### src/rtl/mux4_rr_arbiter.sv
// Round-robin arbiter that owns the select of a shared 4:1 mux, with a per-tenure hold cap.
// Define ARB_FIXED_PRI_EN to switch to fixed priority (req[0] highest); default is round-robin.
module mux4_rr_arbiter #(
    parameter int MAX_HOLD = 8,
    parameter int CNT_W    = 4
) (
    input  logic             clk,
    input  logic             rst,
    input  logic [3:0]       req,
    input  logic             done,
    output logic [3:0]       grant,
    output logic [1:0]       sel,
    output logic             gnt_vld,
    output logic [CNT_W-1:0] hold_cnt
);

    typedef enum logic {
        IDLE  = 1'b0,
        GRANT = 1'b1
    } state_t;

    localparam logic [CNT_W-1:0] HOLD_LAST = CNT_W'(MAX_HOLD - 1);

    state_t           state_q;
    logic [3:0]       grant_q;
    logic [1:0]       sel_q;
    logic             gnt_vld_q;
    logic [CNT_W-1:0] hold_cnt_q;

    logic [1:0]       search_base;
    logic             win_found;
    logic [1:0]       win_idx;
    logic [1:0]       cand_idx;
    logic [3:0]       win_onehot;
    logic             release_now;

`ifdef ARB_FIXED_PRI_EN
    // Base of 3 makes the search begin at source 0 every time.
    assign search_base = 2'd3;
`else
    logic [1:0] last_ptr_q;

    // In GRANT the owner is the base, so the owner is considered last.
    assign search_base = (state_q == GRANT) ? sel_q : last_ptr_q;

    always_ff @(posedge clk) begin
        if (rst) begin
            last_ptr_q <= 2'd3;
        end else if (release_now) begin
            last_ptr_q <= sel_q;
        end
    end
`endif

    always_comb begin
        win_found = 1'b0;
        win_idx   = 2'd0;
        cand_idx  = 2'd0;
        for (int k = 0; k < 4; k++) begin
            cand_idx = search_base + 2'(k + 1);
            if (!win_found && req[cand_idx]) begin
                win_found = 1'b1;
                win_idx   = cand_idx;
            end
        end
    end

    generate
        for (genvar gi = 0; gi < 4; gi++) begin : g_onehot
            assign win_onehot[gi] = (win_idx == 2'(gi));
        end
    endgenerate

    assign release_now = (state_q == GRANT) &&
                         (!req[sel_q] || done || (hold_cnt_q == HOLD_LAST));

    always_ff @(posedge clk) begin
        if (rst) begin
            state_q    <= IDLE;
            grant_q    <= 4'b0000;
            sel_q      <= 2'b00;
            gnt_vld_q  <= 1'b0;
            hold_cnt_q <= '0;
        end else if (state_q == IDLE) begin
            if (win_found) begin
                state_q    <= GRANT;
                grant_q    <= win_onehot;
                sel_q      <= win_idx;
                gnt_vld_q  <= 1'b1;
                hold_cnt_q <= '0;
            end
        end else if (!release_now) begin
            hold_cnt_q <= hold_cnt_q + 1'b1;
        end else if (win_found) begin
            // Back-to-back handover: no idle bubble between tenures.
            grant_q    <= win_onehot;
            sel_q      <= win_idx;
            hold_cnt_q <= '0;
        end else begin
            // sel keeps the last owner so the mux output stays stable while idle.
            state_q    <= IDLE;
            grant_q    <= 4'b0000;
            gnt_vld_q  <= 1'b0;
            hold_cnt_q <= '0;
        end
    end

    assign grant    = grant_q;
    assign sel      = sel_q;
    assign gnt_vld  = gnt_vld_q;
    assign hold_cnt = hold_cnt_q;

endmodule

### config.mk
export PLATFORM = sky130hd
export DESIGN_NAME = mux4_rr_arbiter
export DESIGN_NICKNAME = d
export VERILOG_FILES = /design/src/rtl/mux4_rr_arbiter.sv
export SDC_FILE = /design/constraint.sdc
export NUM_CORES = 1
export LEC_CHECK = 0
export BUFFER_PORTS_ARGS = -buffer_cell sky130_fd_sc_hd__buf_2
export CORE_UTILIZATION = 46
export DETAILED_ROUTE_END_ITERATION = 16
export PLACE_DENSITY = 0.8
export SETUP_SLACK_MARGIN = 0.5
export SYNTH_ARGS = -nofsm -noshare
export SYNTH_HDL_FRONTEND = slang
export SYNTH_SLANG_ARGS = --single-unit
export TNS_END_PERCENT = 50
### constraint.sdc
create_clock -name clk -period 1.5 [get_ports clk]
set_input_delay 0.075 -clock clk [delete_from_list [all_inputs] [get_ports clk]]
set_output_delay 0.075 -clock clk [all_outputs]
set_load 0.01 [all_outputs]
==> flow_summary.yaml <==
cts:
  cts_buffer_depth: 2
  h-tree-depth: 1
  clkLatencyLatePin_ns: 0.28
  cts_made_buffers: 3
  clk_pin_slew_worst_paths_ns: 0.09
  numClockSinks: 14
  cts_tree: "yes"
  root_buffer: "clkbuf_4"
timing:
  period_minus_slack_ns: 1.564
  worstMarginPinSlew_ns: 0.3426
  fin_skew_ns: 0.008166
  fmax_mhz: 639.2
  slew_viol_final: 0
  report.final.setup_viol: 10
  grt_setup_unrepaired: "yes"
  hold_viol: 0
  worst_slack_ns: -0.06445
  finalSetupTns_ns: -0.3951
  period_share_pct: 104.3
  slew_headroom_pct: 77.06
min_path:
  hp-class: "in -> reg"
  hp-start: "rst"
setup_path:
  end_kind: "flop"
  reg2reg_from: "sel[0]"
  start_kind: "flop"
  crit_fanout: 6
  crit_start: "sel[0]"
  cp_data_arrival_time_ns: 1.74
  path_class: "reg -> reg"
  cp.required_ns: 1.67
power:
  leakagePower_uw: 0.0005224
  ir_worst_vdd_mv: 0.7398
  p_per_area_nw_per_um2: 896.1
routing:
  drt_wl_total_mm: 2.317
  drcViolationCount: 0
  dr.pass1.iters: 4
  vias: 861
  ant_nets: 0
  routedWlPerCell_um: 16.55
  vias_per_cell: 6.150
  drtIter0Drc: 32
place:
  portBuffers: 17
  gp_congestion: 0.9008
  placed_cells: 132
  dp_hpwl_mm: 1.455
  dp_slack_ns: -0.1006
outcome:
  status: "complete, but fails checks"
  violations: "negative setup slack"
global_route:
  grt_pass1_vias: 795
  grt_pass1_wl_mm: 3.415
  antenna_found_initial: 0
  grt_max_degree: 13
  gr-total-overflow: 0
  grt_util_all_layers_pct: 24.61
floorplanning:
  num_rows: 14
  start_util_pct: 50.89
  ios: 18
  die_h_um: 43.30
  core_area_um2: 1541
  dieWidth_um: 43.30
  fp.dieArea_um2: 1874
finish:
  drive_gt1_share_pct: 52.42
  area_growth_syn_to_layout_pct: 53.75
  antenna_cells: 0
  instances_no_fill: 140
  final_common_cell: "buf_2"
  nets: 133
  layout_common_cells: "15 x buf_2, 13 x buf_4, 10 x buf_6, 9 x nor2_1, 8 x dfxtp_1"
synth:
  yosys_warnings: 0
  synth_seq_cells: 14
  synth.distinct_cells: 36
  synth_top_cell_by_area: "dfxtp_1"
  synthTopCellsByArea: "dfxtp_1 36%, mux2i_1 8.9%, nor2_1 4.8%, a221oi_4 3.3%, a21oi_1 3.2%"
  syn_inst: 87
  syn_nets: 95
  synth_area_um2: 784.5
  postSynthAreaPerCell_um2: 9.017
  synth_top_area_share_pct: 35.73
  ys_seq_area_share_pct: 35.73
flow_run:
  cap_viol_max_count: 0
[where the power goes]
| group | total [uW] | switching, uW | internal (uW) |
|---|---|---|---|
| combinational | 363 | 171 | 192 |
| clock | 271 | 123 | 148 |
| sequential | 448 | 40.8 | 407 |
| total | 1080 | 335 | 746 |
[critical path: stages (launching register included)]
cell and delay (ns):
dfxtp_4 0.38, mux2i_2 0.17, a221oi_4 0.31, buf_6 0.16, a21bo_4 0.14, nor2_1 0.04
a211o_1 0.25
[repair_timing]
action | 4_1_cts | 5_1_grt
hold buffers | 0 | 0
pin swaps | 9 | 15
endpoints found under the hold margin | 0 | 0
endpoints found under the setup margin | 15 | 17
gates resized for setup | 18 | 16
buffers inserted | 2 | 2
[synthesized netlist by cell type]
cell type	count
a21bo_1	1
a21boi_1	1
nor4_1	1
and3_1	2
buf_4	1
nand2b_1	2
nor3_1	2
nor3b_1	1
or4_1	1
mux2i_1	7
o31ai_1	1
dfxtp_1	14
a21oi_1	5
ha_1	1
a41oi_2	1
a311oi_2	1
buf_6	1
nand2_1	3
a22oi_1	1
buf_2	2
a211o_1	2
o21ai_1	4
nand3_1	3
nor2_1	10
nor2b_1	2
a32o_1	2
nand4_1	1
a21o_1	1
nand4b_1	1
o21ai_0	1
clkbuf_1	1
a311oi_1	1
o211ai_1	3
a221oi_4	1
inv_1	4
o32a_1	1
[metrics by stage]
stage                     utilization [%]  area (um^2)  hold WS (ns)  total power, uW
after floorplan                         -        797.0        0.1703            610.0
after global placement              64.45        993.5        0.3946            707.3
after detailed placement            64.45        993.5        0.4003            715.4
after CTS                           72.48         1117        0.1007             1026
after global routing                78.25         1206        0.1238             1136
final                               78.25         1206        0.1266             1081
[registers in the layout, summed over array words and instances, names as in the netlist]
name	cells
grant	4
last_ptr_q	2
state_q	1
gnt_vld	1
hold_cnt	4
sel	2
[layer usage]
metal / up-vias / global-route usage (%) / wire length, um
li1: 403 / - / -
met1: 417 / 28.87 / 967
met2: 41 / 40.30 / 1190
met3: 0 / 8.511 / 160
met4: 0 / 10.30 / 0
met5: - / 0 / 0
[kinds of logic (layout without fill, tap and decap cells)]
| kind of cell | count (synthesis) | count (layout) | synth area share [%] |
|---|---|---|---|
| AO/OA/AOI/OAI | 27 | 27 | 28.87 |
| adder cells (fa/ha/maj) | 1 | 1 | 1.595 |
| buffers and inverters | 9 | 46 | 6.060 |
| flip-flops | 14 | 14 | 35.73 |
| multiplexers | 7 | 7 | 8.932 |
| AND/OR/NAND/NOR | 29 | 29 | 18.82 |
[cell type report]
class                   count  area, um^2
multi-input cells          64       554.3
flip-flops and latches     14       295.3
clock buffers               4       36.28
well taps                  16       20.02
inverters                   4       15.01
fillers                    93       335.3
repair buffers             38       285.3
[final timing paths]
kind / to / slack, ns / depth (start not counted)
setup / recovery: last_ptr_q[0] / -0.06 / 6
hold / removal: hold_cnt[0] / 0.13 / 2
hold reg to reg: grant[1] / 0.47 / 1
setup reg to reg: last_ptr_q[0] / -0.06 / 6
(Power assumes the default switching activity.)
